==> src/rtl/dma_cfg_pkg.sv <==
// Shared constants, descriptor type and helpers for the DMA configuration block.
package dma_cfg_pkg;

  localparam logic [5:0] REG_SRC     = 6'h00;
  localparam logic [5:0] REG_DST     = 6'h01;
  localparam logic [5:0] REG_LEN     = 6'h02;
  localparam logic [5:0] REG_CTRL    = 6'h03;
  localparam logic [5:0] REG_STATUS  = 6'h04;
  localparam logic [5:0] REG_DONECNT = 6'h05;

  localparam int CTRL_IE_BIT    = 8;
  localparam int CTRL_FLUSH_BIT = 30;
  localparam int CTRL_PUSH_BIT  = 31;

  localparam int ST_BUSY_BIT  = 0;
  localparam int ST_FULL_BIT  = 1;
  localparam int ST_EMPTY_BIT = 2;
  localparam int ST_CNT_LSB   = 4;
  localparam int ST_DONE_BIT  = 8;
  localparam int ST_ERR_BIT   = 9;

  localparam logic [3:0] S_IDLE   = 4'b0001;
  localparam logic [3:0] S_LAUNCH = 4'b0010;
  localparam logic [3:0] S_BUSY   = 4'b0100;
  localparam logic [3:0] S_GAP    = 4'b1000;

  localparam int DESC_W = 98;

  typedef struct packed {
    logic [31:0] src;
    logic [31:0] dst;
    logic [31:0] len;
    logic [1:0]  size;
  } desc_t;

  // A descriptor is launchable only with a non-zero length and a defined element size.
  function automatic logic desc_ok(input logic [31:0] len, input logic [1:0] size);
    return (len != 32'h0) && (size != 2'd3);
  endfunction

endpackage

==> src/rtl/dma_cfg_ahb_if.sv <==
// AHB-Lite slave-side bus bundle for the DMA configuration block.
interface dma_cfg_ahb_if;
  logic        HSEL;
  logic [31:0] HADDR;
  logic [1:0]  HTRANS;
  logic        HWRITE;
  logic [2:0]  HSIZE;
  logic [31:0] HWDATA;
  logic        HREADY;
  logic        HREADYOUT;
  logic        HRESP;
  logic [31:0] HRDATA;

  modport master (
    output HSEL, HADDR, HTRANS, HWRITE, HSIZE, HWDATA, HREADY,
    input  HREADYOUT, HRESP, HRDATA
  );

  modport slave (
    input  HSEL, HADDR, HTRANS, HWRITE, HSIZE, HWDATA, HREADY,
    output HREADYOUT, HRESP, HRDATA
  );
endinterface

==> src/rtl/dma_desc_fifo.sv <==
// Descriptor queue: synchronous FIFO with flush; head entry presented combinationally.
module dma_desc_fifo
  import dma_cfg_pkg::*;
#(
  parameter int DEPTH = 4
) (
  input  logic                         clk,
  input  logic                         rst_n,
  input  logic                         push,
  input  logic                         pop,
  input  logic                         flush,
  input  desc_t                        wdata,
  output desc_t                        rdata,
  output logic                         full,
  output logic                         empty,
  output logic [$clog2(DEPTH+1)-1:0]   count
);
  localparam int AW = $clog2(DEPTH);
  localparam int CW = $clog2(DEPTH + 1);
  localparam logic [CW-1:0] CNT_FULL = CW'(DEPTH);

  desc_t         mem [DEPTH];
  logic [AW-1:0] wr_ptr, rd_ptr, wr_idx;
  logic          do_push, do_pop;

  // Flush restarts the queue at slot 0 so a same-write push lands behind it.
  always_comb begin
    full    = (count == CNT_FULL);
    empty   = (count == {CW{1'b0}});
    do_push = push & (flush | ~full);
    do_pop  = pop & ~empty & ~flush;
    rdata   = mem[rd_ptr];
    if (flush) begin
      wr_idx = {AW{1'b0}};
    end else begin
      wr_idx = wr_ptr;
    end
  end

  // Entry storage
  always_ff @(posedge clk or negedge rst_n) begin
    if (!rst_n) begin
      for (int i = 0; i < DEPTH; i++) mem[i] <= '0;
    end else if (do_push) begin
      mem[wr_idx] <= wdata;
    end
  end

  // Pointers and occupancy
  always_ff @(posedge clk or negedge rst_n) begin
    if (!rst_n) begin
      wr_ptr <= {AW{1'b0}};
      rd_ptr <= {AW{1'b0}};
      count  <= {CW{1'b0}};
    end else if (flush) begin
      rd_ptr <= {AW{1'b0}};
      wr_ptr <= do_push ? AW'(1'b1) : {AW{1'b0}};
      count  <= do_push ? CW'(1'b1) : {CW{1'b0}};
    end else begin
      if (do_push) wr_ptr <= wr_ptr + 1'b1;
      if (do_pop)  rd_ptr <= rd_ptr + 1'b1;
      case ({do_push, do_pop})
        2'b10:   count <= count + 1'b1;
        2'b01:   count <= count - 1'b1;
        default: count <= count;
      endcase
    end
  end

endmodule

==> src/rtl/dma_cfg_ahb.sv <==
// AHB-Lite register block that queues DMA descriptors and launches them one at a time
// on the single-channel engine, tracking completion/error status and interrupt.
module dma_cfg_ahb
  import dma_cfg_pkg::*;
#(
  parameter int DEPTH = 4,
  parameter int CNT_W = 16
) (
  input  logic         HCLK,
  input  logic         HRESETn,
  dma_cfg_ahb_if.slave ahb,
  output logic         DMAstart,
  input  logic         DMAdone,
  output logic [31:0]  DMAsrc,
  output logic [31:0]  DMAdst,
  output logic [1:0]   DMAsize,
  output logic [31:0]  DMAlen,
  output logic         IRQ
);
  localparam int CW = $clog2(DEPTH + 1);

  logic             addr_sel, dph_valid, dph_write;
  logic [5:0]       dph_addr;
  logic [31:0]      reg_src, reg_dst, reg_len, hrdata, rd_data, status_word;
  logic [1:0]       ctrl_size;
  logic             ctrl_ie, sts_done, sts_err, done_smp;
  logic [CNT_W-1:0] done_cnt;
  logic [3:0]       state, state_nxt;
  logic             wr_en, push_req, flush_req, push_ok, push_err, sts_w1c, pop, hw_done;
  logic             fifo_full, fifo_empty;
  logic [CW-1:0]    fifo_count;
  desc_t            new_desc, head_desc;
  logic             unused_ok;

  assign ahb.HREADYOUT = 1'b1;
  assign ahb.HRESP     = 1'b0;
  assign ahb.HRDATA    = hrdata;
  assign IRQ           = ctrl_ie & (sts_done | sts_err);
  assign unused_ok     = ^{ahb.HSIZE, ahb.HADDR[31:8], ahb.HADDR[1:0], ahb.HTRANS[0]};

  dma_desc_fifo #(.DEPTH(DEPTH)) u_fifo (
    .clk   (HCLK),
    .rst_n (HRESETn),
    .push  (push_ok),
    .pop   (pop),
    .flush (flush_req),
    .wdata (new_desc),
    .rdata (head_desc),
    .full  (fifo_full),
    .empty (fifo_empty),
    .count (fifo_count)
  );

  // Bus decode, push qualification and read mux; full is judged before any same-cycle pop.
  always_comb begin
    addr_sel  = ahb.HSEL & ahb.HTRANS[1] & ahb.HREADY;
    wr_en     = dph_valid & dph_write;
    push_req  = wr_en & (dph_addr == REG_CTRL) & ahb.HWDATA[CTRL_PUSH_BIT];
    flush_req = wr_en & (dph_addr == REG_CTRL) & ahb.HWDATA[CTRL_FLUSH_BIT];
    sts_w1c   = wr_en & (dph_addr == REG_STATUS);
    push_ok   = push_req & desc_ok(reg_len, ahb.HWDATA[1:0]) & (~fifo_full | flush_req);
    push_err  = push_req & ~push_ok;
    new_desc.src  = reg_src;
    new_desc.dst  = reg_dst;
    new_desc.len  = reg_len;
    new_desc.size = ahb.HWDATA[1:0];
    pop       = (state == S_IDLE) & ~fifo_empty;
    hw_done   = (state == S_BUSY) & done_smp;

    status_word                       = 32'h0;
    status_word[ST_BUSY_BIT]          = (state != S_IDLE);
    status_word[ST_FULL_BIT]          = fifo_full;
    status_word[ST_EMPTY_BIT]         = fifo_empty;
    status_word[ST_CNT_LSB +: 4]      = 4'(fifo_count);
    status_word[ST_DONE_BIT]          = sts_done;
    status_word[ST_ERR_BIT]           = sts_err;

    case (ahb.HADDR[7:2])
      REG_SRC:     rd_data = reg_src;
      REG_DST:     rd_data = reg_dst;
      REG_LEN:     rd_data = reg_len;
      REG_CTRL:    rd_data = {23'h0, ctrl_ie, 6'h0, ctrl_size};
      REG_STATUS:  rd_data = status_word;
      REG_DONECNT: rd_data = 32'(done_cnt);
      default:     rd_data = 32'h0;
    endcase
  end

  // Launch sequencer next state
  always_comb begin
    state_nxt = state;
    case (state)
      S_IDLE: begin
        if (!fifo_empty) state_nxt = S_LAUNCH;
        else             state_nxt = S_IDLE;
      end
      S_LAUNCH: state_nxt = S_BUSY;
      S_BUSY: begin
        if (done_smp) state_nxt = S_GAP;
        else          state_nxt = S_BUSY;
      end
      S_GAP:    state_nxt = S_IDLE;
      default:  state_nxt = S_IDLE;
    endcase
  end

  // Address-phase capture and registered read data
  always_ff @(posedge HCLK or negedge HRESETn) begin
    if (!HRESETn) begin
      dph_valid <= 1'b0;
      dph_write <= 1'b0;
      dph_addr  <= 6'h0;
      hrdata    <= 32'h0;
    end else begin
      dph_valid <= addr_sel;
      dph_write <= ahb.HWRITE;
      dph_addr  <= ahb.HADDR[7:2];
      hrdata    <= (addr_sel && !ahb.HWRITE) ? rd_data : 32'h0;
    end
  end

  // Programming registers and sticky status; hardware set beats software clear.
  always_ff @(posedge HCLK or negedge HRESETn) begin
    if (!HRESETn) begin
      reg_src   <= 32'h0;
      reg_dst   <= 32'h0;
      reg_len   <= 32'h0;
      ctrl_size <= 2'd0;
      ctrl_ie   <= 1'b0;
      sts_done  <= 1'b0;
      sts_err   <= 1'b0;
      done_cnt  <= {CNT_W{1'b0}};
    end else begin
      if (wr_en) begin
        case (dph_addr)
          REG_SRC: reg_src <= ahb.HWDATA;
          REG_DST: reg_dst <= ahb.HWDATA;
          REG_LEN: reg_len <= ahb.HWDATA;
          REG_CTRL: begin
            ctrl_size <= ahb.HWDATA[1:0];
            ctrl_ie   <= ahb.HWDATA[CTRL_IE_BIT];
          end
          default: begin
          end
        endcase
      end
      if (hw_done)                                sts_done <= 1'b1;
      else if (sts_w1c && ahb.HWDATA[ST_DONE_BIT]) sts_done <= 1'b0;
      if (push_err)                               sts_err <= 1'b1;
      else if (sts_w1c && ahb.HWDATA[ST_ERR_BIT])  sts_err <= 1'b0;
      if (hw_done) done_cnt <= done_cnt + 1'b1;
    end
  end

  // Sequencer state, engine-side outputs and sampled completion
  always_ff @(posedge HCLK or negedge HRESETn) begin
    if (!HRESETn) begin
      state    <= S_IDLE;
      done_smp <= 1'b0;
      DMAstart <= 1'b0;
      DMAsrc   <= 32'h0;
      DMAdst   <= 32'h0;
      DMAlen   <= 32'h0;
      DMAsize  <= 2'd0;
    end else begin
      state    <= state_nxt;
      done_smp <= DMAdone;
      DMAstart <= pop;
      if (pop) begin
        DMAsrc  <= head_desc.src;
        DMAdst  <= head_desc.dst;
        DMAlen  <= head_desc.len;
        DMAsize <= head_desc.size;
      end
    end
  end

endmodule

==> src/flat_wrapper.sv <==
// flat-port wrapper written by rule: the top's interface ports become plain ports
module dma_cfg_ahb_flat import dma_cfg_pkg::*;
#(
  parameter int DEPTH = 4,
  parameter int CNT_W = 16
)
  (HCLK, HRESETn, DMAstart, DMAdone, DMAsrc, DMAdst, DMAsize, DMAlen, IRQ, ahb_HSEL, ahb_HADDR, ahb_HTRANS, ahb_HWRITE, ahb_HSIZE, ahb_HWDATA, ahb_HREADY, ahb_HREADYOUT, ahb_HRESP, ahb_HRDATA);
  dma_cfg_ahb_if ahb_i ();
  input  logic HCLK;
  input  logic HRESETn;
  output logic DMAstart;
  input  logic DMAdone;
  output logic [31:0] DMAsrc;
  output logic [31:0] DMAdst;
  output logic [1:0] DMAsize;
  output logic [31:0] DMAlen;
  output logic IRQ;
  input wire logic [$bits(ahb_i.HSEL)-1:0] ahb_HSEL;
  input wire logic [$bits(ahb_i.HADDR)-1:0] ahb_HADDR;
  input wire logic [$bits(ahb_i.HTRANS)-1:0] ahb_HTRANS;
  input wire logic [$bits(ahb_i.HWRITE)-1:0] ahb_HWRITE;
  input wire logic [$bits(ahb_i.HSIZE)-1:0] ahb_HSIZE;
  input wire logic [$bits(ahb_i.HWDATA)-1:0] ahb_HWDATA;
  input wire logic [$bits(ahb_i.HREADY)-1:0] ahb_HREADY;
  output wire logic [$bits(ahb_i.HREADYOUT)-1:0] ahb_HREADYOUT;
  output wire logic [$bits(ahb_i.HRESP)-1:0] ahb_HRESP;
  output wire logic [$bits(ahb_i.HRDATA)-1:0] ahb_HRDATA;
  assign ahb_i.HSEL = ahb_HSEL;
  assign ahb_i.HADDR = ahb_HADDR;
  assign ahb_i.HTRANS = ahb_HTRANS;
  assign ahb_i.HWRITE = ahb_HWRITE;
  assign ahb_i.HSIZE = ahb_HSIZE;
  assign ahb_i.HWDATA = ahb_HWDATA;
  assign ahb_i.HREADY = ahb_HREADY;
  assign ahb_HREADYOUT = ahb_i.HREADYOUT;
  assign ahb_HRESP = ahb_i.HRESP;
  assign ahb_HRDATA = ahb_i.HRDATA;
  dma_cfg_ahb #(.DEPTH(DEPTH), .CNT_W(CNT_W)) u_core (.HCLK(HCLK), .HRESETn(HRESETn), .ahb(ahb_i), .DMAstart(DMAstart), .DMAdone(DMAdone), .DMAsrc(DMAsrc), .DMAdst(DMAdst), .DMAsize(DMAsize), .DMAlen(DMAlen), .IRQ(IRQ));
endmodule
==> config.mk <==
export PLATFORM = sky130hd
export DESIGN_NAME = dma_cfg_ahb_flat
export DESIGN_NICKNAME = d
export VERILOG_FILES = /design/src/rtl/dma_cfg_pkg.sv /design/src/rtl/dma_cfg_ahb_if.sv /design/src/rtl/dma_desc_fifo.sv /design/src/rtl/dma_cfg_ahb.sv /design/src/flat_wrapper.sv
export SDC_FILE = /design/constraint.sdc
export NUM_CORES = 1
export LEC_CHECK = 0
export ABC_AREA = 1
export BUFFER_PORTS_ARGS = -buffer_cell sky130_fd_sc_hd__buf_2
export CAP_MARGIN = 20
export CORE_ASPECT_RATIO = 0.6
export CORE_MARGIN = 1.5
export CORE_UTILIZATION = 40
export CTS_CLUSTER_DIAMETER = 200
export CTS_CLUSTER_SIZE = 28
export DETAILED_ROUTE_END_ITERATION = 16
export HOLD_SLACK_MARGIN = 0.06
export PLACE_DENSITY_LB_ADDON = 0.2
export SLEW_MARGIN = 10
export SYNTH_ARGS = -nofsm -noshare
export SYNTH_HDL_FRONTEND = slang
export SYNTH_SLANG_ARGS = --single-unit
==> constraint.sdc <==
create_clock -name HCLK -period 3.6 [get_ports HCLK]
set_clock_uncertainty 0.1 [all_clocks]
set_input_delay 0.36 -clock HCLK [delete_from_list [all_inputs] [get_ports HCLK]]
set_output_delay 0.36 -clock HCLK [all_outputs]
set_load 0.05 [all_outputs]
**Word-level counts from Yosys, hierarchy flattened**

Cells that the tools add are included.

- Register bits after elaboration: 660
- Output and inout bits: 134

- $add $sub $neg: 5
- Reduce and logical (&&, ||, !) cells: 19
- Order comparisons: 3
- Bitwise gates (word level): 24
- Equality and inequality tests: 17
- Multiplexer cells: 24

Operator list:

| operator | number |
|---|---|
| $bwmux W392 | 1 |
| $mux W98 | 3 |
| $bmux W98 S2 | 1 |
| $demux W98 S2 | 1 |
| $pmux W32 S6 | 1 |
| $mux W32 | 1 |
| $reduce_bool A32 Y1 | 1 |
| $eq A6 B2 Y1 const B | 4 |
| $eq A6 B3 Y1 const B | 3 |
| $add A16 B1 Y16 const B | 1 |
| $and A1 B1 Y1 | 16 |
| $eq A6 B1 Y1 const B | 2 |
| $logic_not A6 Y1 | 2 |
| $mux W2 | 6 |
| $pmux W4 S3 | 1 |
| $reduce_and A2 Y1 | 4 |
| $reduce_bool A2 Y1 | 4 |
| $ge A3 B3 Y1 const B | 2 |
| $mux W1 | 6 |
| $not A2 Y3 | 2 |
| $pmux W3 S2 | 1 |
| $logic_and A1 B1 Y1 | 5 |
| $add A2 B1 Y2 const B | 2 |
| $eq A4 B1 Y1 const B | 1 |
| 17 further kinds | 21 |

**Longest topological paths before layout**

- Depth after elaboration: 10
- Depth in mapped cells: 14
- Mapped depth without buffers: 14

**By module**

A second synthesis with hierarchy kept.

- Cells, all modules: 3009
- Area, all modules: 27796.7 um2

Modules (own cells, without submodules):

| module | times used | cells an instance | seq. area each (um2) | area an instance (um2) |
|---|---|---|---|---|
| dma_desc_fifo | 1 | 1976 | 9984.6 | 17172.7 |
| dma_cfg_ahb | 1 | 1033 | 6507.5 | 10623.9 |

**Worst setup path after synthesis**

Ideal clock, no wire load.

- Path kind: register -> register
- Start point: reg u_core.state[0]
- End point: reg u_core.u_fifo.count[2]
- Period minus slack after synthesis: 2.720 ns
- Required time: 3.373 ns
- Path slack: 0.880 ns
- Stages on the path, launching flop included: 14
- Path buffers: 2
- Data arrival time: 2.493 ns
- Path through: dfstp_2 -> nand3_1 -> a31oi_1 -> clkbuf_1 -> clkbuf_1 -> nand2_1 -> inv_1 -> ha_1 -> inv_1 -> fa_1 -> a21oi_1 -> o21ai_0 -> o21ai_0 -> a21oi_1

- Cells in the longest elaborated chain, start to end: 7
- Elaborated cells on any way between the ends: 9
- Classes of those cells: eq/ne: 3; mux: 2; bitwise: 3; reduce/logical: 1

RTL lines:

| what | line | RTL |
|---|---|---|
| start: declaration | dma_cfg_ahb.sv:28 | `logic [3:0] state, state_nxt;` |
| start signal: assignment | dma_cfg_ahb.sv:166 | `state <= state_nxt;` |
| $eq A4 B1 Y1 (*) | dma_cfg_ahb.sv:67 | `pop = (state == S_IDLE) & ~fifo_empty;` |
| $and A1 B1 Y1 (*) | dma_cfg_ahb.sv:67 |  |
| via u_core.pop | dma_cfg_ahb.sv:29 | `logic wr_en, push_req, flush_req, push_ok, push_err, sts_w1c, pop, hw_done;` |
| $and A1 B1 Y1 (*) (2 in a row) | dma_desc_fifo.sv:31 | `do_pop = pop & ~empty & ~flush;` |
| $eq A2 B1 Y1 or $eq A2 B2 Y1 (tied branches) | dma_desc_fifo.sv:62 | `case ({do_push, do_pop})` |
| $pmux W3 S2 | dma_desc_fifo.sv:62 |  |
| $mux W3 | dma_desc_fifo.sv:55 | `end else if (flush) begin` |
| end signal: assignment | dma_desc_fifo.sv:54 | `count <= {CW{1'b0}};` |
| end signal: assignment | dma_desc_fifo.sv:63 | `2'b10: count <= count + 1'b1;` |
| end signal: assignment | dma_desc_fifo.sv:64 | `2'b01: count <= count - 1'b1;` |
| end: declaration | dma_desc_fifo.sv:16 | `output logic [$clog2(DEPTH+1)-1:0] count` |

Mark *: on every way through the listed nets, which the timed path passes. The rest lies on a longest branch.
A chain may end at the register's enable or synchronous reset.

**Worst setup path in the final report**

- Start point: reg u_core.dph_addr[5]
- End point: reg u_core.u_fifo.mem[259] (netlist name)

- Cells in the longest elaborated chain, start to end: 10
- Elaborated cells on any way between the ends: 16
- Classes of those cells: order compare: 2; eq/ne: 1; mux: 4; bitwise: 8; reduce/logical: 1

RTL lines:

| what | line | RTL |
|---|---|---|
| start: declaration | dma_cfg_ahb.sv:23 | `logic [5:0] dph_addr;` |
| start signal: assignment | dma_cfg_ahb.sv:117 | `dph_addr <= ahb.HADDR[7:2];` |
| $eq A6 B2 Y1 (*) | dma_cfg_ahb.sv:58, dma_cfg_ahb.sv:59 |  |
| $and A1 B1 Y1 (*) | dma_cfg_ahb.sv:58, dma_cfg_ahb.sv:59 |  |
| $and A1 B1 Y1 | dma_cfg_ahb.sv:59 | `flush_req = wr_en & (dph_addr == REG_CTRL) & ahb.HWDATA[CTRL_FLUSH_BIT];` |
| $mux W2 | dma_desc_fifo.sv:33 | `if (flush) begin` |
| $not A2 Y3 (not written as such) | dma_desc_fifo.sv:45 | `mem[wr_idx] <= wdata;` |
| $ge A3 B3 Y1 (not written as such) or $lt A3 B1 Y1 (tied branches) | dma_desc_fifo.sv:45 |  |
| $logic_and A1 B1 Y1 (not written as such) | dma_desc_fifo.sv:45 |  |
| $mux W98 (not written as such) | dma_desc_fifo.sv:45 |  |
| $demux W98 S2 | dma_desc_fifo.sv:45 |  |
| $bwmux W392 | dma_desc_fifo.sv:45 |  |
| end signal: indexed assignment | dma_desc_fifo.sv:45 |  |
| end: declaration | dma_desc_fifo.sv:22 | `desc_t mem [DEPTH];` |

Mark *: on every way between the ends. The rest lies on a longest branch, timed or not.

==> run metrics <==
status=finished, final reports clean; vias in the first global route=22,000; Netlist cell types=37; Least-Margin Pin Slew=1.03 ns; WP data arrival=3.22 ns; Die ar.=74,000 µm²; share of synthesized registers carrying an async set or reset=1.00; reg2reg end=u_core.u_fifo.mem[259]$_DFFE_PN0P_; Synth top area share=0.570; dominant synthesized flop cell=dfrtp_1; most frequent cell on the critical path=nand2_1; Final Cycle Share=0.791; final instance count without filler cells=4,505; CTS HTree Levels=1; most frequent cells in the layout=847 x nand2_1, 657 x dfrtp_1, 383 x nor2_1; Post-Route WL=85,800 µm; post-synthesis sequential area ratio=0.571; layout cells sized above 1=0.0808; initial drt markers=2,125; clock sink count=660; Total Routing Usage GR=0.235; post-layout total power=20.0 mW; IO Count=209; Final #Nets=3,598; critical-path cell list=inv_2 > nand2_1 > nor2_4 > nand3_2 > nand2_1 > nor2_1 > nand3_4 > buf_12 > o21ai_0; Worst path max stage delay=0.46 ns; FF-to-FF Start=u_core.dph_addr[5]$_DFF_PN0_; number of vias per cell=5.09; total negative slack=0 ns; RSZ-0062 raised after global routing=no; largest area contributor in the netlist=dfrtp_1; Synth Register Bits=660; HPWL after DPL=51,600 µm; commonest non-fill, non-tap cell in the layout=nand2_1; post-route ant nets=0; Initial DRT Pass Iterations=5; cells after synthesis=3,447; Fill cells=7,290; grt total ovfl=0; CTS tree=yes; Post-Syn Nets=3,525; VDD IR max=0.499 mV; Critical Setup Path Class=flip-flop to flip-flop; initial antenna violation count=0; Post-Synthesis Cell Area=28,900 µm²; Max stage delay cell, worst path=buf_12; CTS root buf=clkbuf_16; Pins Over Slew Limit=0; f_max=351 MHz; Maximum Capacitance Violations=0; final setup violation count=0; Hold Slack=0.176 ns; final count of hold timing violations=0; EDFF count, synth=0; later-pin clock latency in the skew report=0.63 ns; largest net degree at the start of global routing=202; PD cells=627 nW/µm²; DRC viols=0; Worst setup EP type=flip-flop; Setup WS pre-CTS=0.885 ns; row count=76; LEAKAGE=16.2 nW; Rel. slew slack=0.314; Post-CTS Resized=0; WP buf/inv=2; gpl congestion=0.858; first-pass GRT wire length=135,000 µm; cell count of the worst reg-to-reg path=9; core area=71,700 µm²; Max clock buf depth=3; critical path required time=3.97 ns; total CTS buffers=27; DR WL/cell=19.0 µm; CP delay by family, top=simple AND/OR/NAND/NOR gates; Clock transition at path regs=0.12 ns; via count=22,900; placed cell count=4,423; reg-to-reg slack, setup=0.75 ns; Final WS setup=0.752 ns; Startpoint Class=flip-flop; port buffer count=176; die height=211 µm; initial core utilization=0.403; synth warn=0; Mean Syn Cell Area=8.39 µm²; die width=350 µm; Hold Crit Class=primary input to asynchronous set/reset pin; Syn-to-layout area delta=10.4%; ranking of synthesized cells by area=dfrtp_1 57%, nand2_1 11%, o21ai_0 5.7%; postcts setup bufs=0; CP max FO=151; clock period minus worst slack=2.85 ns
==> timing repair <==
item | CTS | global route
hold buffers | 43 | 0
endpoints found under the hold margin | 182 | 0
endpoints found under the setup margin | 0 | 0
==> where the power goes <==
group / switching (mW) / leakage (nW) / internal, mW
registers: 0.546 / 7.91 / 8.19
logic: 5.55 / 7.99 / 1.95
clock network: 2.38 / 0.351 / 1.41
==> worst reg2reg max path: stages, from the launching register on <==
cell and delay (ns):
dfrtp_1 0.39, inv_2 0.04, nand2_1 0.09, nor2_4 0.29, nand3_2 0.36, nand2_1 0.34, nor2_1 0.11, nand3_4 0.11
buf_12 0.46, o21ai_0 0.42
==> worst max path at each step <==
stage / start / end / slack, ns / cells after the start
5_1_grt: u_core.reg_len[29]$_DFFE_PN0P_ / u_core.u_fifo.mem[214]$_DFFE_PN0P_ / 0.61 / 10
3_3_place_gp: u_core.dph_addr[4]$_DFF_PN0_ / u_core.u_fifo.mem[107]$_DFFE_PN0P_ / 0.92 / 10
2_1_floorplan: u_core.state[0]$_DFF_PN1_ / u_core.u_fifo.count[2]$_DFFE_PN0P_ / 0.88 / 13
6_report: u_core.dph_addr[5]$_DFF_PN0_ / u_core.u_fifo.mem[259]$_DFFE_PN0P_ / 0.75 / 9
3_5_place_dp: u_core.dph_addr[4]$_DFF_PN0_ / u_core.u_fifo.mem[142]$_DFFE_PN0P_ / 0.88 / 10
4_1_cts: u_core.dph_addr[4]$_DFF_PN0_ / u_core.u_fifo.mem[142]$_DFFE_PN0P_ / 0.87 / 10
==> state kept, by name, summed over array words and instances (netlist names), 2 cells and up <==
| register | flops |
|---|---|
| u_core.u_fifo.mem | 392 |
| u_core.done_cnt | 16 |
| u_core.ahb.HRDATA | 32 |
| u_core.dph_addr | 6 |
| u_core.reg_src | 32 |
| u_core.DMAdst | 32 |
| u_core.DMAlen | 32 |
| u_core.DMAsize | 2 |
| u_core.reg_dst | 32 |
| u_core.DMAsrc | 32 |
| u_core.reg_len | 32 |
| u_core.u_fifo.rd_ptr | 2 |
| u_core.u_fifo.wr_ptr | 2 |
| u_core.state | 4 |
| u_core.u_fifo.count | 3 |
| u_core.ctrl_size | 2 |
==> final cells by class <==
cell class	count	area (µm²)	share of cell area
sequential	660	16500	0.517
multi-input combinational	2187	10100	0.316
timing repair buffer	269	1970	0.0617
inverter	375	1410	0.0441
tap	975	1220	0.0382
clock buffer	37	713	0.0223
clock inverter	1	16.3	0.000509
antenna	1	2.50	0.0000783
==> kinds of logic (layout without fill, tap and decap cells) <==
logic type,Yosys count,count (layout),share of synthesized area
AND/OR/NAND/NOR,1480,1480,0.205
AO/OA/AOI/OAI,684,684,0.133
flip-flops,660,660,0.571
buffers and inverters,600,682,0.0830
XOR/XNOR,17,17,0.00515
adder cells (fa/ha/maj),3,3,0.00156
other,2,3,0.000260
multiplexers,1,1,0.000346
==> cell usage after synthesis, types with 2 or more instances <==
library cell  number
a21oi_1           25
a22oi_1            2
a31oi_1          101
buf_1             10
buf_2             48
buf_4             14
buf_6              5
clkbuf_1         148
conb_1             2
dfrtp_1          659
ha_1               2
inv_1            371
inv_2              4
nand2_1          849
nand2_2            3
nand3_1          211
nand3_2            4
nand4_1            4
nor2_1           384
nor2_2             5
nor2_4             2
nor3_1            12
nor4_1             2
o211ai_1          99
o21ai_0          332
o21ai_1           83
o22ai_1           41
xor2_1            16
==> per-stage QoR <==
stage | cell area, µm² | util
2_1_floorplan | 28900 | -
3_3_place_gp | 30800 | 0.429
3_5_place_dp | 30800 | 0.429
4_1_cts | 31900 | 0.446
5_1_grt | 31900 | 0.446
6_report | 31900 | 0.446
==> metal layers <==
metal	vias to the layer above	global-route usage	wire length (µm)
met3	77	0.0438	5680
met1	11100	0.362	42300
li1	11200	-	-
met5	-	0	0
met4	0	0.0424	1480
met2	636	0.344	36300
No activity file was read; power rests on OpenSTA's default activity.
